**src/rtl/pt_pkg.sv**
```systemverilog
// ----------------------------------------------------------------------------
// pt_pkg -- shared pipeline package.
//
// Purpose : default sample width / ring depth and the IDLE/FILL/RUN history
//           state encoding shared by the pipeline tap blocks.
// Contents:
//   PT_DATA_WIDTH  default sample width (signed samples)
//   PT_DEPTH       default ring-buffer depth (power of two, >= 2)
//   pt_state_e     history state: IDLE (empty), FILL (partial), RUN (full)
//   pt_sat_inc     saturating increment used by history counters
// ----------------------------------------------------------------------------
package pt_pkg;

    localparam int unsigned PT_DATA_WIDTH = 16;
    localparam int unsigned PT_DEPTH      = 32;

    typedef enum logic [1:0] {
        IDLE = 2'd0,
        FILL = 2'd1,
        RUN  = 2'd2
    } pt_state_e;

    // Saturating increment of a 32-bit count against a limit; callers
    // truncate the result back to their counter width.
    function automatic logic [31:0] pt_sat_inc(input logic [31:0] cnt,
                                               input logic [31:0] limit);
        if (cnt >= limit) begin
            return limit;
        end
        return cnt + 32'd1;
    endfunction

endpackage

```
**src/rtl/tdr_ring_ram.sv**
```systemverilog
// ----------------------------------------------------------------------------
// tdr_ring_ram -- ring-buffer storage for tap_delay_reader.
//
// Purpose : DEPTH x DATA_WIDTH memory with one write port and one registered
//           read port. A read and a write to the same address on the same
//           edge return the old contents (read-before-write).
// Ports   :
//   clk    in   clock, rising edge
//   rstn   in   asynchronous active-low reset (read register only; the
//               array itself is never reset)
//   we     in   write enable
//   waddr  in   write address
//   wdata  in   write data (signed)
//   re     in   read-register load enable
//   rzero  in   when loading, load zero instead of the array contents
//   raddr  in   read address
//   rdata  out  registered read data (signed)
// ----------------------------------------------------------------------------
module tdr_ring_ram #(
    parameter int unsigned DATA_WIDTH = 16,
    parameter int unsigned DEPTH      = 32,
    parameter int unsigned AW         = $clog2(DEPTH)
) (
    input  logic                         clk,
    input  logic                         rstn,
    input  logic                         we,
    input  logic [AW-1:0]                waddr,
    input  logic signed [DATA_WIDTH-1:0] wdata,
    input  logic                         re,
    input  logic                         rzero,
    input  logic [AW-1:0]                raddr,
    output logic signed [DATA_WIDTH-1:0] rdata
);

    logic signed [DATA_WIDTH-1:0] mem [DEPTH];

    always_ff @(posedge clk) begin
        if (we) begin
            mem[waddr] <= wdata;
        end
    end

    // Non-blocking update of mem above guarantees the old word is seen here
    // when raddr == waddr.
    always_ff @(posedge clk or negedge rstn) begin
        if (!rstn) begin
            rdata <= '0;
        end else if (re) begin
            rdata <= rzero ? '0 : mem[raddr];
        end
    end

endmodule

```
**src/rtl/tap_delay_reader.sv**
```systemverilog
// ----------------------------------------------------------------------------
// tap_delay_reader -- programmable tap delay line over a ring buffer.
//
// Purpose : each accepted sample (en=1, clr=0) is written into the ring and,
//           on the same edge, the sample accepted D en-cycles earlier is
//           registered for output. yvalid flags that enough history exists
//           for the requested delay.
// Ports   :
//   clk     in   clock, rising edge
//   rstn    in   asynchronous active-low reset
//   en      in   sample strobe; outputs are forced to zero while low
//   clr     in   synchronous history clear (wins over en)
//   xin     in   incoming sample (signed, DATA_WIDTH)
//   delay   in   requested tap delay D in en-cycles ($clog2(DEPTH)+1 bits)
//   yout    out  delayed sample (signed, DATA_WIDTH)
//   yvalid  out  yout holds genuine history
// Config  :
//   TDR_DELAY_CLAMP_EN  when defined, delay 0 is used as 1 and delay > DEPTH
//                       as DEPTH; otherwise such delays yield yvalid=0, yout=0.
// ----------------------------------------------------------------------------
module tap_delay_reader
    import pt_pkg::*;
#(
    parameter int unsigned DATA_WIDTH = PT_DATA_WIDTH,
    parameter int unsigned DEPTH      = PT_DEPTH
) (
    input  logic                          clk,
    input  logic                          rstn,
    input  logic                          en,
    input  logic                          clr,
    input  logic signed [DATA_WIDTH-1:0]  xin,
    input  logic [$clog2(DEPTH):0]        delay,
    output logic signed [DATA_WIDTH-1:0]  yout,
    output logic                          yvalid
);

    localparam int unsigned AW = $clog2(DEPTH);
    localparam int unsigned CW = AW + 1;
    localparam logic [CW-1:0] FULL = CW'(DEPTH);

    logic [AW-1:0]                wptr;
    logic [CW-1:0]                fill_cnt;
    pt_state_e                    state;
    logic                         valid_q;
    logic signed [DATA_WIDTH-1:0] yout_q;

    logic [CW-1:0] d_eff;
    logic          d_ok;
    logic [AW-1:0] raddr;
    logic          accept;

    // ---------------------------------------------------------------------
    // Effective delay
    // ---------------------------------------------------------------------
    always_comb begin
        d_eff = delay;
        d_ok  = 1'b1;
`ifdef TDR_DELAY_CLAMP_EN
        if (delay == '0) begin
            d_eff = CW'(1);
        end else if (delay > FULL) begin
            d_eff = FULL;
        end
`else
        if ((delay == '0) || (delay > FULL)) begin
            d_ok = 1'b0;
        end
`endif
    end

    // D == DEPTH wraps to wptr itself; the RAM's read-before-write then
    // yields the sample being overwritten, i.e. the one DEPTH cycles old.
    assign raddr  = wptr - d_eff[AW-1:0];
    assign accept = en & ~clr;

    // ---------------------------------------------------------------------
    // Storage
    // ---------------------------------------------------------------------
    tdr_ring_ram #(
        .DATA_WIDTH (DATA_WIDTH),
        .DEPTH      (DEPTH),
        .AW         (AW)
    ) u_ram (
        .clk   (clk),
        .rstn  (rstn),
        .we    (accept),
        .waddr (wptr),
        .wdata (xin),
        .re    (en | clr),
        .rzero (clr | ~d_ok),
        .raddr (raddr),
        .rdata (yout_q)
    );

    // ---------------------------------------------------------------------
    // Pointer, fill counter, validity and history state
    // ---------------------------------------------------------------------
    always_ff @(posedge clk or negedge rstn) begin
        if (!rstn) begin
            wptr     <= '0;
            fill_cnt <= '0;
            valid_q  <= 1'b0;
            state    <= IDLE;
        end else if (clr) begin
            wptr     <= '0;
            fill_cnt <= '0;
            valid_q  <= 1'b0;
            state    <= IDLE;
        end else if (en) begin
            wptr     <= wptr + 1'b1;
            fill_cnt <= CW'(pt_sat_inc(32'(fill_cnt), 32'(DEPTH)));
            // Compared against the pre-increment count: the sample being
            // written this edge is not yet history.
            valid_q  <= d_ok && (fill_cnt >= d_eff);
            unique case (state)
                IDLE: state <= (FULL == CW'(1)) ? RUN : FILL;
                FILL: state <= (fill_cnt == FULL - 1'b1) ? RUN : FILL;
                RUN:  state <= RUN;
                default: state <= IDLE;
            endcase
        end
    end

    // ---------------------------------------------------------------------
    // Outputs gated by the strobe
    // ---------------------------------------------------------------------
    assign yout   = en ? yout_q : '0;
    assign yvalid = en & valid_q;

endmodule

```
**config.mk**
```make
export PLATFORM = sky130hd
export DESIGN_NAME = tap_delay_reader
export DESIGN_NICKNAME = d
export VERILOG_FILES = /design/src/rtl/pt_pkg.sv /design/src/rtl/tdr_ring_ram.sv /design/src/rtl/tap_delay_reader.sv
export SDC_FILE = /design/constraint.sdc
export NUM_CORES = 1
export LEC_CHECK = 0
export ABC_AREA = 1
export BUFFER_PORTS_ARGS = -buffer_cell sky130_fd_sc_hd__buf_2
export CELL_PAD_IN_SITES_DETAIL_PLACEMENT = 1
export CELL_PAD_IN_SITES_GLOBAL_PLACEMENT = 1
export CORE_UTILIZATION = 50
export CTS_CLUSTER_SIZE = 16
export DETAILED_ROUTE_END_ITERATION = 8
export PLACE_DENSITY_LB_ADDON = 0.12
export SLEW_MARGIN = 20
export SYNTH_ARGS = -nofsm -noshare
export SYNTH_HDL_FRONTEND = slang
export SYNTH_HIERARCHICAL = 1
export SYNTH_SLANG_ARGS = --single-unit
export TNS_END_PERCENT = 10
```
**constraint.sdc**
```tcl
create_clock -name clk -period 2.8 [get_ports clk]
set_input_delay 0.14 -clock clk [delete_from_list [all_inputs] [get_ports clk]]
set_output_delay 0.14 -clock clk [all_outputs]
set_load 0.05 [all_outputs]
```
==> qor.csv, run 1 <==
stage,metric,value,unit
layout,fin area,25450,µm²
layout,"most common cell after layout, fill and taps aside",nand2_1,
setup_path,CP arrival,3.24,ns
pwr,pwr dens,755.9,nW/µm²
sta,fin crit share,96.01,%
sta,Setup TNS,0,ns
detailed_routing,drc violations,0,
logic_synthesis,Yosys warning count,6,
layout,area occupied by multi-input gates,5524,µm²
die,die height,214.4,µm
placement,Placement Setup Slack,0.1452,ns
sta,# setup viols final,0,
clock_network,CTS tree,built,
detailed_routing,Post-DRT Antenna Nets,0,
clock_network,worst-case clock buffer depth,3,
die,die area,45950,µm²
global_routing,largest net degree at the start of global routing,48,
hold_path,Hold Path Cell Cnt,1,
clock_network,"Clk pin slew, worst setup/hold paths",0.06,ns
setup_path,worst reg2reg path depth,11,
global_routing,initial antenna violation count,1,
logic_synthesis,syn_nets,1993,
global_routing,GRT Overall Usage,29.36,%
logic_synthesis,synthesized instance count,1953,
die,core area,44320,µm²
layout,post-route core utilization,57.44,%
placement,Detailed Place HPWL,39.54,mm
status,status,completed,
detailed_routing,mean number of vias per cell,5.796,
layout,Fillers,4582,
detailed_routing,Initial DRT Pass Iterations,5,
logic_synthesis,Unique masters post-synth,28,
clock_network,TritonCTS Sinks,540,
setup_path,WP data required,3.35,ns
sta,fin. max-slew vios,0,
pwr,Leak Pwr,9.628,nW
setup_path,RR Startpoint,wptr[0]$_DFFE_PN0P_,
layout,register area,16080,µm²
logic_synthesis,post-synth top area cell,edfxtp_1,
logic_synthesis,area share of the leading cell type in the synthesized netlist,68.19,%
placement,Post-Place Cell Area,23610,µm²
placement,gpl congestion,0.8390,
clock_network,total CTS buffers,56,
sta,minimum clock period,2.688,ns
detailed_routing,Iter 0 DRT Violations,1360,
logic_synthesis,"flops & latches, synth",540,
layout,Final nets,2062,
die,Initial Utilization,50.88,%
global_routing,total gr overflow,0,
sta,RSZ-0062 raised after global routing,false,
sta,worst setup margin,0.1117,ns
detailed_routing,routed len/inst,24.81,µm
setup_path,Worst R2R Setup Slack,0.11,ns
hold_path,hold crit path type,in -> reg,
clock_network,Post-CTS Setup Repair Bufs,0,
sta,Setup Skew,0.02947,ns
sta,Hold Fails Final Rpt,0,
sta,fmax,372.0,MHz
detailed_routing,vias,15440,
setup_path,Worst Setup Path Type,reg -> reg,
sta,worst slew pin tran,0.8242,ns
setup_path,reg2reg end,u_ram/rdata[8]$_DFFE_PN0P_,
setup_path,critical-path maximum fanout,25,
logic_synthesis,average size of a mapped cell,11.55,µm²
clock_network,worst-skew pair later-pin latency,0.62,ns
global_routing,first-pass GRT wire length,100.3,mm
logic_synthesis,top post-synthesis cells by area,"edfxtp_1, nand2_1, nand3_1",
clock_network,H-tree Lvls,2,
job,# Max-Cap Violations,0,
die,Die X,214.4,µm
placement,I/O Buffers,42,
layout,area grow syn2layout,12.89,%
clock_network,Root Buffer Master,clkbuf_16,
die,# rows,77,
clock_network,Post-CTS Resized,0,
setup_path,Worst Setup Start Kind,flip-flop,
layout,most frequent cells in the layout,"nand2_1, edfxtp_1, nand3_1",
die,Top Ports,43,
setup_path,Crit. End Element,flip-flop,
layout,layout cell share with drive strength beyond 1,11.23,%
hold_path,hold worst-path end,u_ram/mem[16][14]$_DFFE_PP_,
logic_synthesis,synthesized area,22550,µm²
clock_network,Hold Buf Count CTS,4,
hold_path,Hold Startpoint,xin[14],
detailed_routing,total wire length,66.11,mm
logic_synthesis,sequential-to-total area share from yosys stat,71.29,%
sta,Worst slew margin,45.06,%
global_routing,number of global-route vias before repair,16263,
pwr,worst IR drop on VDD,539.6,µV
power by group:
group	switching, W	internal [W]
clock network	0.00301	0.00433
logic	0.00212	0.000838
registers	0.0000449	0.00890
cell usage after synthesis, drive strengths merged:
master  instances
clkbuf         10
nand4           2
buf           102
ha             13
dfrtp          28
nand3         451
inv            51
xnor2           3
nand2         713
xor2            3
a21o            1
fa              1
nor2           44
a21oi           6
edfxtp        512
o22ai           1
clkinv          1
o21ai          11
layer usage:
metal	GRT usage (%)	wire [µm]	part of all wire, %
met4	10.76	1997	3.0
met2	48.81	32320	49
met1	39.70	27940	42
met3	3.901	3847	5.8
met5	0	0	0
worst max path at each step:
stage | startpoint | end | slack, ns | cells past startpoint
after floorplan | wptr[0]$_DFFE_PN0P_ | u_ram/rdata[10]$_DFFE_PN0P_ | 0.57 | 10
after CTS | wptr[0]$_DFFE_PN0P_ | u_ram/rdata[8]$_DFFE_PN0P_ | 0.1 | 11
after detailed placement | wptr[0]$_DFFE_PN0P_ | u_ram/rdata[8]$_DFFE_PN0P_ | 0.15 | 11
final | wptr[0]$_DFFE_PN0P_ | u_ram/rdata[8]$_DFFE_PN0P_ | 0.11 | 11
after global routing | wptr[0]$_DFFE_PN0P_ | u_ram/rdata[8]$_DFFE_PN0P_ | 0.01 | 11
after global placement | wptr[0]$_DFFE_PN0P_ | u_ram/rdata[0]$_DFFE_PN0P_ | 0.18 | 12
stage by stage:
step                      power (W)  hold WS (ns)  instances
final                       0.01924       0.07628       2664
after global routing        0.01987        0.1000       2657
after CTS                   0.01936       0.04017       2657
after detailed placement    0.01204        0.2381       2552
after global placement      0.01197        0.2303       2552
after floorplan             0.01091       -0.1556       1953
critical path, cell delays in order (launching register included):
cell,delay [ns]
dfrtp_1,0.35
inv_1,0.07
ha_1,0.22
fa_1,0.44
xnor2_2,0.28
buf_4,0.44
nand3_1,0.14
nand2_1,0.11
nand2_1,0.12
nand3_1,0.15
nand3_1,0.19
nand2_1,0.12
cell families (layout without fill, tap and decap cells):
| kind of cell | Yosys count | after routing | synth area share [%] |
|---|---|---|---|
| xor gates and xnor gates | 6 | 6 | 0.2331 |
| and+or+nand+nor | 1210 | 1210 | 22.72 |
| buffers and inverters | 164 | 276 | 4.500 |
| adders and majority gates | 14 | 14 | 0.8102 |
| AOI/OAI and AO/OA | 19 | 19 | 0.4384 |
| DFF | 540 | 540 | 71.29 |
| other | 0 | 7 | 0 |
state kept, by name (all words and copies together) (netlist names):
name	cells
valid_q	1
u_ram/mem	512
u_ram/rdata	16
wptr	5
fill_cnt	6
layout make-up:
type                            instances  area share (%)
Clock buffer                           77           5.977
Clock inverter                         24           1.057
Sequential cell                       540           63.15
Tap cell                              592           2.910
Timing Repair Buffer                  123           4.286
Multi-Input combinational cell       1249           21.70
Inverter                               52          0.8455
Antenna cell                            7         0.06882
Note: power is estimated with default switching activity, not from simulation.
==> inputs of run 2 (changes only) <==
- CORE_UTILIZATION: 50 -> 51
==> qor.csv, run 2 (synthesis gave the netlist of run 1 again) <==
stage,metric,value,unit,change
detailed_routing,uppermost layer routed,met5,,
setup_path,Critical-path top delay cell,ha_1,,
clock_network,worst-skew pair later-pin latency,0.62,ns,about the same
placement,Detailed Place HPWL,39.56,mm,about the same
status,status,completed,,
setup_path,crit-path cells,inv_1 > ha_1 > inv_8 > inv_8 > buf_16 > buf_12 > nand2_1 > nand3_1 > nand3_1 > nand2_1 > nand2_1 > nand3_1 > nand3_1 > nand2_1,,
setup_path,worst reg2reg path depth,14,,+3
setup_path,Worst R2R Setup Slack,0.11,ns,about the same
layout,area grow syn2layout,13.23,%,
setup_path,Worst Setup Path Type,reg -> reg,,
placement,Placement Setup Slack,0.02248,ns,-0.1227 ns
sta,fin. max-slew vios,0,,unchanged
detailed_routing,mean number of vias per cell,5.890,,+1.6%
setup_path,RR Startpoint,wptr[0]$_DFFE_PN0P_,,
layout,Largest Register,u_ram/mem,,
setup_path,Top delay family on crit path,buffers and inverters,,
global_routing,GRT Overall Usage,30.33,%,+0.98 points
layout,"most common cell after layout, fill and taps aside",nand2_1,,
layout,biggest regs,"u_ram/mem (512), u_ram/rdata (16), fill_cnt (6)",,
die,core area,43360,µm²,-2.2%
global_routing,initial antenna violation count,5,,+4
global_routing,largest net degree at the start of global routing,67,,+40%
setup_path,CP arrival,3.23,ns,about the same
setup_path,critical-path maximum fanout,41,,+64%
sta,minimum clock period,2.693,ns,+0.004815 ns
job,# Max-Cap Violations,0,,unchanged
hold_path,Hold Path Cell Cnt,8,,+7
layout,layout cell share with drive strength beyond 1,11.41,%,+0.17 points
clock_network,H-tree Lvls,2,,unchanged
sta,worst setup margin,0.1069,ns,-0.004815 ns
detailed_routing,Iter 0 DRT Violations,1336,,-1.8%
pwr,Tot Pwr,0.01922,W,-0.12%
global_routing,first-pass GRT wire length,99.14,mm,-1.1%
global_routing,number of global-route vias before repair,16158,,-0.65%
layout,Fillers,4441,,-3.1%
die,die area,45060,µm²,-1.9%
detailed_routing,Post-DRT Antenna Nets,0,,unchanged
sta,Worst slew margin,40.79,%,-4.3 points
sta,RSZ-0062 raised after global routing,true,,
placement,gpl congestion,0.8378,,-0.14%
detailed_routing,total wire length,67.40,mm,+2.0%
setup_path,reg2reg end,u_ram/rdata[2]$_DFFE_PN0P_,,
clock_network,Root Buffer Master,clkbuf_16,,
hold_path,hold worst-path end,valid_q$_DFFE_PN0P_,,
detailed_routing,routed len/inst,25.28,µm,+1.9%
clock_network,worst-case clock buffer depth,3,,unchanged
setup_path,WP data required,3.34,ns,about the same
setup_path,Worst path max stage delay,0.37,ns,-0.07 ns
clock_network,total CTS buffers,56,,unchanged
detailed_routing,vias,15703,,+1.7%
pwr,worst IR drop on VDD,598.7,µV,+11%
layout,Final nets,2079,,+0.82%
pwr,Leak Pwr,9.714,nW,+0.90%
detailed_routing,Metal-1 WL,27.23,mm,-2.5%
setup_path,CP bufs+invs,5,,+3
clock_network,"Clk pin slew, worst setup/hold paths",0.06,ns,about the same
detailed_routing,Initial DRT Pass Iterations,5,,unchanged
sta,worst slew pin tran,0.8881,ns,+0.06392 ns
die,Die X,212.3,µm,-0.98%
detailed_routing,routed wl met2,33.13,mm,+2.5%
sta,Setup Skew,0.02878,ns,-0.0006923 ns
die,# rows,76,,-1.3%
setup_path,Worst Setup Start Kind,flip-flop,,
setup_path,Crit. End Element,flip-flop,,
detailed_routing,DR WL met3,4.215,mm,+9.6%
clock_network,CTS tree,built,,
sta,Hold Fails Final Rpt,0,,unchanged
pwr,pwr dens,752.8,nW/µm²,-0.41%
global_routing,total gr overflow,0,,unchanged
clock_network,TritonCTS Sinks,540,,unchanged
sta,# setup viols final,0,,unchanged
placement,I/O Buffers,42,,unchanged
detailed_routing,drc violations,0,,unchanged
die,die height,212.3,µm,-0.98%
sta,fmax,371.3,MHz,-0.18%
layout,max FFs per register,512,,unchanged
hold_path,hold crit path type,in -> reg,,
layout,most frequent cells in the layout,"nand2_1, edfxtp_1, nand3_1",,
sta,fin crit share,96.18,%,+0.17 points
hold_path,Hold Startpoint,delay[2],,
die,Top Ports,43,,unchanged
die,Initial Utilization,52.00,%,+1.1 points
==> run 2: metrics by stage <==
step / setup TNS [ns] / utilization, % / hold slack (ns) / cell area (µm²) / cells
2_1_floorplan: 0 / - / -0.1556 / 22550 / 1953
3_3_place_gp: 0 / 54.40 / 0.2920 / 23590 / 2556
3_5_place_dp: 0 / 54.40 / 0.2939 / 23590 / 2556
4_1_cts: 0 / 58.56 / 0.02804 / 25390 / 2659
5_1_grt: -0.01632 / 58.86 / 0.1145 / 25520 / 2663
6_report: 0 / 58.88 / 0.04224 / 25530 / 2666
==> run 2: how the worst max path moves through the flow <==
stage                     cells after the start                 from                           to
after floorplan                              10  wptr[0]$_DFFE_PN0P_  u_ram/rdata[10]$_DFFE_PN0P_
after global placement                       13  wptr[0]$_DFFE_PN0P_   u_ram/rdata[5]$_DFFE_PN0P_
after detailed placement                     12  wptr[0]$_DFFE_PN0P_   u_ram/rdata[5]$_DFFE_PN0P_
after CTS                                    13  wptr[0]$_DFFE_PN0P_   u_ram/rdata[6]$_DFFE_PN0P_
after global routing                         14  wptr[0]$_DFFE_PN0P_   u_ram/rdata[4]$_DFFE_PN0P_
final                                        14  wptr[0]$_DFFE_PN0P_   u_ram/rdata[2]$_DFFE_PN0P_
==> run 2: cell type report <==
class	instances	area (µm²)	area share, %
diodes	3	7.507	0.02940
clock buffers	79	1529	5.989
well taps	585	732.0	2.867
inverters	52	221.5	0.8674
repair buffers	140	1252	4.906
clock inverters	18	209.0	0.8184
multi-input cells	1249	5504	21.56
flip-flops and latches	540	16080	62.96
==> run 2: repair_timing <==
| item | CTS | global route |
|---|---|---|
| hold buffers | 5 | 0 |
| resized for setup | 2 | 9 |
| setup buffers | 1 | 1 |
| endpoints found under the hold margin | 38 | 0 |
| cloned | 0 | 3 |
| pin swaps | 0 | 1 |
| setup endpoints to repair | 2 | 11 |
==> run 2: per-layer routing <==
metal	vias to the layer above	track usage, %
met5	-	0
met2	525	50.68
met3	144	5.657
met1	8081	38.52
li1	6949	-
met4	4	13.87
==> run 2: power by group <==
| group | switching [W] | internal (W) | total, W |
|---|---|---|---|
| clock | 0.00303 | 0.00422 | 0.00725 |
| combinational | 0.00212 | 0.000885 | 0.00301 |
| sequential | 0.0000588 | 0.00890 | 0.00896 |
| total | 0.00521 | 0.0140 | 0.0192 |
==> run 2: worst reg2reg max path, cell delays in order, from the launching register on <==
cell     delay [ns]
dfrtp_1        0.36
inv_1          0.08
ha_1           0.37
inv_8          0.13
inv_8          0.30
buf_16         0.30
buf_12         0.22
nand2_1        0.07
nand3_1        0.07
nand3_1        0.08
nand2_1        0.13
nand2_1        0.09
nand3_1        0.23
nand3_1        0.11
nand2_1        0.08
